File: src/rtl/bist_sequencer.sv
// ---------------------------------------------------------------------------
// bist_sequencer
//   Sequences one logic-BIST session: clear the pattern generator and
//   compactor, run NUM_PATTERNS stimulus cycles, capture the compactor
//   signature, then report pass/fail against GOLDEN_SIG.
//
// Parameters
//   NUM_PATTERNS  RUN cycles per session (1..255)
//   CLEAR_CYCLES  cycles bist_clear is held (1..15)
//   GOLDEN_SIG    expected 4-bit signature
//
// Ports
//   clock           in   single clock, rising edge
//   reset           in   synchronous, active-low
//   start           in   session request, honoured only in IDLE
//   abort           in   cancel the session (ignored in IDLE start and REPORT)
//   misr_sig[3:0]   in   compactor signature, sampled in CAPTURE
//   bist_clear      out  clear to pattern generator / compactor
//   testmode        out  selects BIST stimulus into the CUT
//   busy            out  high whenever not IDLE
//   done            out  one-cycle pulse while in REPORT
//   pass            out  last completed session matched GOLDEN_SIG
//   fault_detected  out  last completed session mismatched
//   signature[3:0]  out  signature of the last completed session
//   session_count   out  completed sessions, saturating at 255
// ---------------------------------------------------------------------------
module bist_sequencer #(
    parameter int unsigned NUM_PATTERNS = 7,
    parameter int unsigned CLEAR_CYCLES = 2,
    parameter logic [3:0]  GOLDEN_SIG   = 4'b0011
) (
    input  logic       clock,
    input  logic       reset,
    input  logic       start,
    input  logic       abort,
    input  logic [3:0] misr_sig,
    output logic       bist_clear,
    output logic       testmode,
    output logic       busy,
    output logic       done,
    output logic       pass,
    output logic       fault_detected,
    output logic [3:0] signature,
    output logic [7:0] session_count
);

    typedef enum logic [2:0] {
        S_IDLE    = 3'd0,
        S_CLEAR   = 3'd1,
        S_RUN     = 3'd2,
        S_CAPTURE = 3'd3,
        S_REPORT  = 3'd4
    } state_e;

    localparam logic [7:0] CLR_LAST = 8'(CLEAR_CYCLES - 1);
    localparam logic [7:0] RUN_LAST = 8'(NUM_PATTERNS - 1);

    state_e     state_q, state_d;
    logic [7:0] cnt_q, cnt_d;

    logic       clear_q, clear_d;
    logic       tm_q, tm_d;
    logic       busy_q, busy_d;
    logic       done_q, done_d;
    logic       pass_q, pass_d;
    logic       fault_q, fault_d;
    logic [3:0] sig_q, sig_d;
    logic [7:0] sess_q, sess_d;

    // result registers load only on the CAPTURE->REPORT transition, so an
    // abort in CAPTURE leaves the previous result untouched
    logic       load_result;

    // ------------------------------------------------------------------
    // next-state logic
    // ------------------------------------------------------------------
    always_comb begin
        state_d = state_q;
        cnt_d   = cnt_q;
        unique case (state_q)
            S_IDLE: begin
                // start together with abort is treated as no request
                if (start && !abort) begin
                    state_d = S_CLEAR;
                    cnt_d   = 8'd0;
                end
            end
            S_CLEAR: begin
                if (abort) begin
                    state_d = S_IDLE;
                    cnt_d   = 8'd0;
                end else if (cnt_q == CLR_LAST) begin
                    state_d = S_RUN;
                    cnt_d   = 8'd0;
                end else begin
                    cnt_d   = cnt_q + 8'd1;
                end
            end
            S_RUN: begin
                if (abort) begin
                    state_d = S_IDLE;
                    cnt_d   = 8'd0;
                end else if (cnt_q == RUN_LAST) begin
                    state_d = S_CAPTURE;
                    cnt_d   = 8'd0;
                end else begin
                    cnt_d   = cnt_q + 8'd1;
                end
            end
            S_CAPTURE: begin
                state_d = abort ? S_IDLE : S_REPORT;
                cnt_d   = 8'd0;
            end
            S_REPORT: begin
                // abort is deliberately not looked at: the result completes
                state_d = S_IDLE;
                cnt_d   = 8'd0;
            end
            default: begin
                state_d = S_IDLE;
                cnt_d   = 8'd0;
            end
        endcase
    end

    // ------------------------------------------------------------------
    // output decode from the next state, registered so the outputs line up
    // with the state they describe and come straight from flops
    // ------------------------------------------------------------------
    always_comb begin
        clear_d     = (state_d == S_CLEAR);
        tm_d        = (state_d == S_CLEAR) || (state_d == S_RUN) ||
                      (state_d == S_CAPTURE);
        busy_d      = (state_d != S_IDLE);
        done_d      = (state_d == S_REPORT);
        load_result = (state_q == S_CAPTURE) && (state_d == S_REPORT);

        pass_d  = pass_q;
        fault_d = fault_q;
        sig_d   = sig_q;
        sess_d  = sess_q;
        if (load_result) begin
            pass_d  = (misr_sig == GOLDEN_SIG);
            fault_d = (misr_sig != GOLDEN_SIG);
            sig_d   = misr_sig;
            sess_d  = (sess_q == 8'hFF) ? sess_q : sess_q + 8'd1;
        end
    end

    // ------------------------------------------------------------------
    // state and output registers
    // ------------------------------------------------------------------
    always_ff @(posedge clock) begin
        if (!reset) begin
            state_q <= S_IDLE;
            cnt_q   <= 8'd0;
            clear_q <= 1'b0;
            tm_q    <= 1'b0;
            busy_q  <= 1'b0;
            done_q  <= 1'b0;
            pass_q  <= 1'b0;
            fault_q <= 1'b0;
            sig_q   <= 4'b0000;
            sess_q  <= 8'd0;
        end else begin
            state_q <= state_d;
            cnt_q   <= cnt_d;
            clear_q <= clear_d;
            tm_q    <= tm_d;
            busy_q  <= busy_d;
            done_q  <= done_d;
            pass_q  <= pass_d;
            fault_q <= fault_d;
            sig_q   <= sig_d;
            sess_q  <= sess_d;
        end
    end

    assign bist_clear     = clear_q;
    assign testmode       = tm_q;
    assign busy           = busy_q;
    assign done           = done_q;
    assign pass           = pass_q;
    assign fault_detected = fault_q;
    assign signature      = sig_q;
    assign session_count  = sess_q;

endmodule

File: config.mk
export PLATFORM = sky130hd
export DESIGN_NAME = bist_sequencer
export DESIGN_NICKNAME = d
export VERILOG_FILES = /design/src/rtl/bist_sequencer.sv
export SDC_FILE = /design/constraint.sdc
export NUM_CORES = 1
export LEC_CHECK = 0
export CORE_UTILIZATION = 40
export DETAILED_ROUTE_END_ITERATION = 8
export DONT_BUFFER_PORTS = 1
export PLACE_DENSITY = 0.59
export REMOVE_ABC_BUFFERS = 1
export SLEW_MARGIN = 40
export SYNTH_ARGS = -nofsm -noshare
export SYNTH_HDL_FRONTEND = slang
export SYNTH_SLANG_ARGS = --single-unit
File: constraint.sdc
create_clock -name clock -period 2.1 [get_ports clock]
set_input_delay 0.315 -clock clock [delete_from_list [all_inputs] [get_ports clock]]
set_output_delay 0.315 -clock clock [all_outputs]
set_load 0.03 [all_outputs]
Word-level counts from Yosys, hierarchy flattened:

Cells that the tools add are included.
Widths: inputs -> output; s select.

* register bits after elaboration: 29
* bits of input ports: 8
* output and inout bits: 18
* word-level logic and storage cells: 47

* add/subtract/negate cells: 2
* equality and inequality tests: 13
* muxes and demuxes: 13
* bitwise operators: 1
* reductions and logical operators: 8

Operator list (number)
* $mux 8: 5
* $pmux 8 s3: 1
* $mux 3: 6
* $add 8x1->8 const B: 2
* $eq 3x2->1 const B: 4
* $pmux 3 s4: 1
* $eq 8x1->1 const B: 1
* $eq 8x3->1 const B: 1
* $eq 8x8->1 const B: 1
* $eq 3x1->1 const B: 2
* $eq 4x2->1 const B: 1
* $ne 4x2->1 const B: 1
* $eq 3x3->1 const B: 1
* $logic_not 3->1: 1
* $reduce_bool 3->1: 1
* $logic_and 1x1->1: 2
* $logic_or 1x1->1: 2
* $ne 2x2->1 const B: 1
* $reduce_and 2->1: 1
* $logic_not 1->1: 1
* $not 1->1: 1

Logic depth before layout (Yosys ltp):

Gate-level depths: netlist (run 1).

* word-level depth: 7
* mapped depth: 7
* mapped depth without buffers: 6

Worst setup path after synthesis (run 1):

No wires, ideal clock.

* path kind: register to register
* start: register sess_q[0] (netlist: session_count[0])
* end: register sess_q[1] (netlist: session_count[1])
* library setup time: 128 ps
* arrival: 1576 ps
* required time: 1972 ps
* path slack: 396 ps
* stages on the path, launching flop included: 6
* clock period less this slack: 1704 ps
* cell sequence: dfxtp_1 -> ha_1 -> nand3_1 -> o21ai_0 -> mux2i_1 -> nor2_1

* cells in the longest elaborated chain, start to end: 3
* elaborated cells on any way between the ends: 4
* those cells by class: add/sub: 1; eq/ne: 1; bitwise: 1; reduce/logical: 1

Ends and longest elaborated chain
* start, declared: line 68 `logic [7:0] sess_q, sess_d;`
* start signal, assigned: line 175 `sess_q <= sess_d;`
* branches (longest 3 deep; another with $add 8x1->8)

Parallel ways; which one is timed is not known.
A chain may end at the register's enable or synchronous reset.

Worst setup path in the final report (run 1):

* start: register state_q[1]
* end: register cnt_q[2]

* cells in the longest elaborated chain, start to end: 2
* elaborated cells on any way between the ends: 5
* those cells by class: eq/ne: 3; mux: 1; reduce/logical: 1

Ends and longest elaborated chain
* start, declared: line 58 `state_e state_q, state_d;`
* start signal, assigned: line 166 `state_q <= state_d;`
* $eq 3x2->1 (tied with other cells): line 80 `unique case (state_q)`
* $pmux 8 s3 / $ne 2x2->1 (equally long branches)
* end signal, assigned: line 167 `cnt_q <= cnt_d;`
* end, declared: line 59 `logic [7:0] cnt_q, cnt_d;`

Several ways; a longest one is shown, not always the timed one.

==> reports/results.md, run 1 <==
• 0 — setup bufs post-CTS
• 0 — Port Buf Inserts
• 708.6 nW/um2 — PwrDens
• 0.3886 — post-synthesis sequential area ratio
• 0 — quantity of hold-fixing buffers added after cts
• dfxtp_1 — most common cell after layout, fill and taps aside
• 5 — CTS Buf Count
• 0.3072 mV — Worst IR Drop VDD
• 0 — antenna diode instance count
• flop to flop — classification of the worst setup path
• 0 — # setup viols final
• 0.01759 — post-synthesis xor/xnor area fraction
• 70 ps — clock slew at reported path FFs
• 0 — number of max-slew violations in the final report
• 223 — Finished Layout Cells
• state_q[1] — origin of the critical flop-to-flop path
• 12 — critical path peak fanout
• 0 — final count of hold timing violations
• false — unrepaired setup endpoints after global routing
• 290 ps — Register-to-Register Setup Slack
• reset — start point of the worst hold path
• 0.04020 — mux contribution to synthesized area
• 0.2747 — simple-gate share of the synthesized area
• 29 x dfxtp_1, 20 x nor2_1, 13 x nand2_1 — commonest non-fill, non-tap cells in the layout
• 630 ps — stage delay of the slowest cell on the critical path
• 0.8606 — Tcrit/Tclk final
• dfxtp_1 — most used flip-flop cell after synthesis
• 0 — number of flops mapped to enable cells by yosys
• 4 — number of cells on the worst reg-to-reg path
• 215 — cell count after placement
• 188 — final layout net count
• 3468 um2 — Core Box Area
• 0 ps — summed negative setup slack over all endpoints
• clkbuf_8 — root buffer cell
• 0 — initial antenna violation count
• cnt_q[2] — Crit Reg-Reg Endpoint
• 0.03350 — adder-cell area share of the yosys netlist
• 0 — GR Overflow Total
• 2 — buffer depth of the longest clock path
• 24 — largest net degree at the start of global routing
• 29 — post-synthesis sequential element count
• done — CTS tree
• 13.15% — relative area change from synthesis to final layout
• 0.1727 — overall global routing resource usage
• 63.12 um — vertical die dimension
• dfxtp_1 — Synth area leader
• 0.5533 GHz — highest achievable clock rate
• 3026 um — wirelength, routed
• 0.1851 — fraction of the mapped netlist area in compound gates
• 13.57 um — Avg WL per Cell
• nor4b_2, buf_4, o2111ai_1, a31oi_1 — critical path cell sequence
• 0.5583 — normalized max-slew margin
• 1 — worst hold path cell count
• 0.7900 — RD Place Congestion
• 1,252 — vias post-DR
• 4 — first-pass iteration count of the detailed router
• 48 — post-synthesis cell type count
• complete, no violations — status
• 63.12 um — chip width
• state_q[1] — Critical Path Source
• 29 — clock sink count
• 59 — initial detailed-routing violation count
• 2208 um — hpwl dp
• 0 — synth warn
• 3984 um2 — die area
• 1807 ps — final period demand of the worst path
• 280 ps — source-to-sink clock delay at the later pin of the worst-skew pair
• flop — crit path launch type
• 1.198 mW — Overall Power
• 0.5890 nW — static leakage power
• 2010 ps — Arrival @ worst endpoint
• 152.2 ps — final-layout worst hold slack
• 1,240 — number of global-route vias before repair
• 0.4874 — final standard cell utilization of the core
• 9.000 um2 — post-synthesis average cell area
• flop — element type at the critical path end
• dfxtp_1 39%, nor2_1 5.0%, mux2i_1 4.0% — cell types with the largest area share after synthesis
• 0 — post-detailed-route count of antenna-violating nets
• 166 — post-synthesis instance total
• 5423 um — first-pass GRT wire length
• 5.614 — average via count per standard cell
• 0 — total DRC errors in the routed layout
• 0 — share of synthesized registers carrying an async set or reset
• 0 — quantity of gates resized following cts
• 2 — htree depth
• 7.365 ps — skew final
• input port to flop — type of the most critical hold path
• 0.4307 — initial cell density of the core
• 660.8 ps — slew at the pin closest to its max-slew limit
• nor4b_2 — worst-path cell with the longest stage delay
• 0.3886 — area fraction of the dominant cell type after synthesis
• 21 — placement row count
• 26 — number of primary I/O pins
• 2300 ps — Required @ worst endpoint
• 351 — number of inserted filler cells in the final layout
• session_count[4] — endpoint of the worst hold-timing path
• 0 — total of max-cap violations
• simple AND/OR/NAND/NOR gates — dominant combinational cell family by area after synthesis
• 1494 um2 — combined area of all synthesized cells
• 0.1751 — share of layout cells above drive strength 1
-- worst max path at each step --
stage	to	slack [ps]	depth (start not counted)
after global placement	session_count[1]	360	4
after detailed placement	cnt_q[2]	330	4
after global routing	cnt_q[2]	170	4
after floorplan	cnt_q[6]	300	4
after CTS	cnt_q[2]	320	4
final	cnt_q[2]	290	4
-- metal layers --
layer	up-vias	global-route usage	wire, um
met1	586	0.2161	1494
met5	-	0	0
li1	632	-	-
met2	28	0.2661	1327
met3	6	0.05616	149
met4	0	0.08140	54
-- layout make-up --
cell class / count / area, um2 / share of cell area
repair buffers: 12 / 90.09 / 0.05329
well taps: 46 / 57.56 / 0.03405
multi-input cells: 122 / 823.3 / 0.4870
clock buffers: 7 / 86.33 / 0.05107
clock inverters: 1 / 30.03 / 0.01776
flip-flops and latches: 29 / 580.6 / 0.3434
inverters: 6 / 22.52 / 0.01332
-- where the power goes --
| part | leakage, nW | total [mW] | internal [mW] | switching (mW) |
|---|---|---|---|---|
| Clock | 0.0585 | 0.591 | 0.386 | 0.205 |
| Sequential | 0.234 | 0.563 | 0.555 | 0.00843 |
| Combinational | 0.296 | 0.0435 | 0.0175 | 0.0260 |
-- sequential cells by signal, summed over array words and instances, names as in the netlist --
signal / flops
cnt_q: 8
fault_detected: 1
pass: 1
bist_clear: 1
state_q: 3
testmode: 1
busy: 1
session_count: 8
done: 1
signature: 4
-- Yosys cell counts (2+ instances only) --
cell type   n
nand2b_1    3
and3_1      2
nor4_1      2
and2_1      4
a31oi_1     4
inv_1       6
nand3_1     5
a21oi_1     8
ha_1        4
buf_2       2
o221ai_2    3
o211ai_1    5
o2111ai_1   3
nor4b_2     2
xor2_1      3
nand4_1     3
nor2_1     20
mux2i_1     6
o21ai_0     3
buf_6       3
dfxtp_1    29
nor3_1      6
o21a_1      2
nand2_1    13
clkbuf_1    2
-- stage by stage --
stage	setup slack, ps	instance area, um2
final	292.8	1690
after global routing	166.8	1690
after CTS	319.8	1690
after detailed placement	326.8	1574
after global placement	362.5	1574
after floorplan	303.6	1426
-- cells by family after synthesis --
logic type,after synthesis
buffers and inverters,15
AO/OA/AOI/OAI,37
adder cells (fa/ha/maj),4
flip-flops,29
XOR/XNOR,3
multiplexers,6
AND/OR/NAND/NOR,72
-- critical path, delay by kind of cell (launching register included) --
family,cells,cell delay (ps)
compound gates,2,290
buf+inv,1,270
simple gates,1,630
flops,1,550
No activity file was read; power rests on OpenSTA's default activity.
==> run 2, diff against run 1 <==
Settings changed: PLACE_DENSITY 0.59 to 0.55.
==> run 2 against run 1 <==
  * Cell count is 0.45% higher
  * Clock-buffer cell count down 2
  * Combinational power is 2% higher
  * Routed wire length is 2.6% higher
  * Via count decreased by 0.40%
  * Setup slack improved by 49 ps
  * Clock skew is 1.5 ps higher
  * Register-to-register slack better by 50 ps
  * Maximum frequency grew 2.8%
  * Critical path depth unchanged
  * Clock power shrank 24%
  * Power is 12% lower
  * Critical path type unchanged
  * Largest cell class unchanged
==> reports/results.md, run 2 (same netlist as run 1, synthesis figures left out) <==
• 0.8374 — Tcrit/Tclk final, -0.02317
• met2 — gr busiest metal
• 0.1696 — overall global routing resource usage, -0.003136
• 0 — buffers and inverters on the worst path, -1
• 0 — total of max-cap violations, unchanged
• 4 — number of cells on the critical path, unchanged
• complete, no violations — status
• 2 — buffer depth of the longest clock path, unchanged
• 60 ps — clock slew at reported path FFs, about the same
• 0.2594 — global-route met2 utilization, -0.006720
• 21 — placement row count, unchanged
• 1,150 — number of global-route vias before repair, -7.3%
• nand4_1, o21ai_0, mux2i_1, nor2_1 — critical path cell sequence
• 4 — number of cells on the worst reg-to-reg path, unchanged
• 1,247 — vias post-DR, -0.40%
• session_count[1] — Crit Reg-Reg Endpoint
• 0 — quantity of hold-fixing buffers added after cts, unchanged
• flop — crit path launch type
• 0.06159 — met3 routing resource usage after global routing, +0.005435
• 1920 ps — Arrival @ worst endpoint, -90 ps
• clkbuf_8 — root buffer cell
• 153.2 ps — final-layout worst hold slack, +1.039 ps
• 0.7999 — RD Place Congestion, +1.3%
• 8.826 ps — skew final, +1.462 ps
• 63.12 um — chip width, unchanged
• dfxtp_1 — worst-path cell with the longest stage delay
• 0.4307 — initial cell density of the core, unchanged
• flop to flop — classification of the worst setup path
• 26 — number of primary I/O pins, unchanged
• 3984 um2 — die area, unchanged
• 340 ps — Register-to-Register Setup Slack, +50 ps
• 2 — htree depth, unchanged
• 0 — setup bufs post-CTS, unchanged
• 0 — total DRC errors in the routed layout, unchanged
• 0 — GR Overflow Total, unchanged
• 29 — clock sink count, unchanged
• 0 ps — summed negative setup slack over all endpoints, unchanged
• 2218 um — hpwl dp, +0.46%
• dfxtp_1 — most common cell after layout, fill and taps aside
• 0 — post-detailed-route count of antenna-violating nets, unchanged
• 0 — number of max-slew violations in the final report, unchanged
• session_count[5] — Critical Path Source
• 29 x dfxtp_1, 20 x nor2_1, 13 x nand2_1, 13 x buf_4, 8 x a21oi_1 — commonest non-fill, non-tap cells in the layout
• 5 — critical path peak fanout, -7
• 0.1854 — share of layout cells above drive strength 1, +0.01025
• done — CTS tree
• 0.5686 GHz — highest achievable clock rate, +2.8%
• false — unrepaired setup endpoints after global routing
• 0 — # setup viols final, unchanged
• 0.2069 — global-route track usage on met1, -0.009190
• 3468 um2 — Core Box Area, unchanged
• 0.6175 — normalized max-slew margin, +0.05917
• 0 — antenna diode instance count, unchanged
• input port to flop — type of the most critical hold path
• 1668 um2 — final cell area excluding filler cells, -1.3%
• session_count[1] — last element of the critical path
• 0 — quantity of gates resized following cts, unchanged
• 63.12 um — vertical die dimension, unchanged
• 0.3319 mV — Worst IR Drop VDD, +8.0%
• 0 — final count of hold timing violations, unchanged
• 280 ps — source-to-sink clock delay at the later pin of the worst-skew pair, about the same
• 189 — final layout net count, +0.53%
• 1.055 mW — Overall Power, -12%
• flip-flops — family with the most delay on the worst path
• 2260 ps — Required @ worst endpoint, -40 ps
• 550 ps — stage delay of the slowest cell on the critical path, -80 ps
• 5278 um — first-pass GRT wire length, -2.7%
• session_count[5] — origin of the critical flop-to-flop path
• flop — element type at the critical path end
• 339 — number of inserted filler cells in the final layout, -3.4%
• 1759 ps — final period demand of the worst path, -48.66 ps
• 341.4 ps — minimum setup slack in the final design, +48.66 ps
• 5.567 — average via count per standard cell, -0.84%
• 0 — initial antenna violation count, unchanged
• 1582 um2 — standard cell area after detailed placement, +0.48%
• 4 — first-pass iteration count of the detailed router, unchanged
• 11.64% — relative area change from synthesis to final layout
• 3106 um — wirelength, routed, +2.6%
• 0 — Port Buf Inserts, unchanged
• 567.7 ps — slew at the pin closest to its max-slew limit, -93.02 ps
• 5 — CTS Buf Count, unchanged
• 360.8 ps — Post-Place Worst Slack, +34.00 ps
• 0.5800 nW — static leakage power, -1.5%
• 24 — largest net degree at the start of global routing, unchanged
• 92 — initial detailed-routing violation count, +56%
• 632.3 nW/um2 — PwrDens, -11%
• 13.87 um — Avg WL per Cell, +2.2%
-- run 2: worst reg2reg max path: cells and delay by family, from the launching register on --
kind / cells / cell delay, ps
multiplexers: 1 / 240
AO/OA/AOI/OAI: 1 / 540
AND/OR/NAND/NOR: 2 / 310
flip-flops: 1 / 550
-- run 2: metal layers --
metal	wire [um]	vias to the layer above
met5	0	-
met2	1435	26
met3	174	6
li1	-	630
met4	57	0
met1	1438	585
-- run 2: where the power goes --
part	total [mW]	switching [mW]	internal (mW)
Sequential	0.563	0.00796	0.555
Combinational	0.0444	0.0267	0.0176
Clock	0.448	0.220	0.228
-- run 2: worst min-delay path by stage --
stage	start	end	slack [ps]	cells after the start
floorplan	reset	session_count[4]	430	1
global placement	reset	session_count[4]	440	1
detailed placement	reset	state_q[2]	440	1
CTS	reset	state_q[2]	150	1
global route	reset	state_q[2]	150	1
finish	reset	state_q[2]	150	1
-- run 2: cell type report --
| class | count | area, um2 | share of cell area |
|---|---|---|---|
| sequential | 29 | 580.6 | 0.3481 |
| tap | 46 | 57.56 | 0.03451 |
| multi-input combinational | 122 | 823.3 | 0.4936 |
| inverter | 6 | 22.52 | 0.01350 |
| clock inverter | 3 | 17.52 | 0.01050 |
| timing repair buffer | 13 | 97.59 | 0.05851 |
| clock buffer | 5 | 68.82 | 0.04126 |
-- run 2: through the flow --
stage,cells,utilization
floorplan,157,-
global placement,216,0.4560
detailed placement,216,0.4560
CTS,224,0.4809
global route,224,0.4809
finish,224,0.4809
==> run 3, diff against run 2 <==
Settings changed: PLACE_DENSITY 0.55 to 0.57.
Clock period 2.1 ns to 1.6 ns, I/O delays scaled along.
==> run 3 against run 2 <==
  * Global-route usage up 1.4 points
  * Setup slack worse by 330 ps
  * Cell area up 11%
  * Clock-buffer cell count unchanged
  * Sequential share of layout area down 3.2 points
  * Clock skew up 2.1 ps
  * Clock power up 29%
  * Die area unchanged
  * Power up 32%
  * Non-clock buffer count up 15
  * Largest cell class unchanged
==> reports/results.md, run 3 (same netlist as run 1, synthesis figures left out) <==
• 2 — buffer depth of the longest clock path, unchanged
• 14.02 um — Avg WL per Cell, +1.1%
• 1,329 — vias post-DR, +6.6%
• 1.056 mW — Int Pwr, +32%
• 0.9898 — Tcrit/Tclk final, +0.1524
• 5.561 — average via count per standard cell, -0.11%
• 0 — GR Overflow Total, unchanged
• 0 — number of max-slew violations in the final report, unchanged
• 0 — final count of hold timing violations, unchanged
• 29 — clock sink count, unchanged
• or4b_4 — worst-path cell with the longest stage delay
• 1,289 — number of global-route vias before repair, +12%
• 63.12 um — chip width, unchanged
• 411.7 ps — slew at the pin closest to its max-slew limit, -156.0 ps
• 0 — # setup viols final, unchanged
• 74 — initial detailed-routing violation count, -20%
• 0 — total DRC errors in the routed layout, unchanged
• 0 — antenna diode instance count, unchanged
• simple AND/OR/NAND/NOR gates — family with the most delay on the worst path
• flop — element type at the critical path end
• 0.2387 — share of total power consumed by net switching, -0.002510
• true — unrepaired setup endpoints after global routing
• 28 x dfxtp_1, 25 x buf_4, 20 x nor2_1 — commonest non-fill, non-tap cells in the layout
• clkbuf_8 — root buffer cell
• 550 ps — stage delay of the slowest cell on the critical path, about the same
• 2356 um — hpwl dp, +6.2%
• 5 — CTS Buf Count, unchanged
• 0.6314 GHz — highest achievable clock rate, +11%
• 0.5314 — final standard cell utilization of the core, +0.05051
• 5809 um — first-pass GRT wire length, +10%
• 0.418 — Clock power frac, -0.006
• 3351 um — wirelength, routed, +7.9%
• 26 — number of primary I/O pins, unchanged
• or4b_4, a21oi_4, buf_6, o221ai_2, a31oi_1 — critical path cell sequence
• 70 ps — clock slew at reported path FFs, about the same
• 0.6648 nW — static leakage power, +15%
• 0 — Port Buf Inserts, unchanged
• 1843 um2 — final cell area excluding filler cells, +11%
• 0.4347 mV — Worst IR Drop VDD, +31%
• dfxtp_1 — most common cell after layout, fill and taps aside
• 1584 ps — final period demand of the worst path, -174.9 ps
• 204 — final layout net count, +7.9%
• 0 — post-detailed-route count of antenna-violating nets, unchanged
• 2 — htree depth, unchanged
• flop to flop — classification of the worst setup path
• 4 — first-pass iteration count of the detailed router, unchanged
• 0 — total of max-cap violations, unchanged
• 752.9 nW/um2 — PwrDens, +19%
• input port to flop — type of the most critical hold path
• 24 — largest net degree at the start of global routing, unchanged
• 0.7243 — normalized max-slew margin, +0.1068
• 1780 ps — Arrival @ worst endpoint, -140 ps
• 23.37% — relative area change from synthesis to final layout
• 0.1840 — overall global routing resource usage, +0.01444
• 0.532 — sequential share of power, -0.002
• 1 — buffers and inverters on the worst path, +1
• 0.7989 — RD Place Congestion, -0.13%
• 0 — initial antenna violation count, unchanged
• 21 — placement row count, unchanged
• 331.2 uW — Sw Pwr, +30%
• 10.88 ps — skew final, +2.058 ps
• 0.4307 — initial cell density of the core, unchanged
• 280 ps — source-to-sink clock delay at the later pin of the worst-skew pair, about the same
• 73.64 ps — final-layout worst hold slack, -79.60 ps
• 3984 um2 — die area, unchanged
• flop — crit path launch type
• complete, no violations — status
• 3468 um2 — Core Box Area, unchanged
• done — CTS tree
• 1800 ps — Required @ worst endpoint, -460 ps
• 0.050 — proportion of power drawn by combinational gates, +0.008
• 63.12 um — vertical die dimension, unchanged
• 0.2642 — share of layout cells above drive strength 1, +0.07886
• 6 — critical path peak fanout, +1
• 1687 um2 — standard cell area after detailed placement, +6.6%
• 0 — quantity of hold-fixing buffers added after cts, unchanged
==> run 3: per-layer routing <==
layer / vias up / part of all wire / global-route usage
met5: - / 0 / 0
met4: 0 / 0.0078 / 0.05814
met3: 4 / 0.054 / 0.06522
met2: 36 / 0.48 / 0.2957
met1: 620 / 0.45 / 0.2277
li1: 669 / - / -
==> run 3: power groups by stage <==
stage / clock network (mW) / registers, mW / logic [mW]
after global routing: 0.638 / 0.738 / 0.0764
after global placement: 0 / 0.754 / 0.0617
after detailed placement: 0 / 0.754 / 0.0621
final: 0.580 / 0.738 / 0.0690
after CTS: 0.599 / 0.738 / 0.0636
after floorplan: 0 / 0.757 / 0.0358
==> run 3: worst reg2reg max path: stages (launching register included) <==
cell and delay (ps):
dfxtp_2 320, or4b_4 550, a21oi_4 200, buf_6 160, o221ai_2 90, a31oi_1 180
==> run 3: metrics by stage <==
step	TNS (ps)	power, mW	cells	setup slack [ps]
after floorplan	-1460	0.7926	157	-196.4
after global placement	0	0.8159	230	50.53
after detailed placement	0	0.8164	230	11.72
after CTS	0	1.401	238	8.892
after global routing	-134.9	1.453	239	-57.44
final	0	1.388	239	16.33
==> run 3: worst paths after layout <==
kind / slack (ps) / start / cells after the start / end
min reg2reg: 550 / cnt_q[4] / 2 / cnt_q[4]
max reg2reg: 20 / state_q[1] / 5 / cnt_q[5]
min: 70 / reset / 1 / session_count[4]
max: 20 / state_q[1] / 5 / cnt_q[5]
==> run 3: cell type report <==
cell class,instances,area (um2)
tap,46,57.56
fill,334,1625
clock buffer,5,68.82
multi-input combinational,122,873.3
inverter,6,22.52
timing repair buffer,28,221.5
sequential,29,581.8
clock inverter,3,17.52
==> run 3: repair_timing <==
item / 4_1_cts / 5_1_grt
gates resized for setup: 2 / 10
buffers inserted: 0 / 1
hold endpoints to repair: 0 / 0
pin swaps: 0 / 5
setup endpoints to repair: 3 / 12
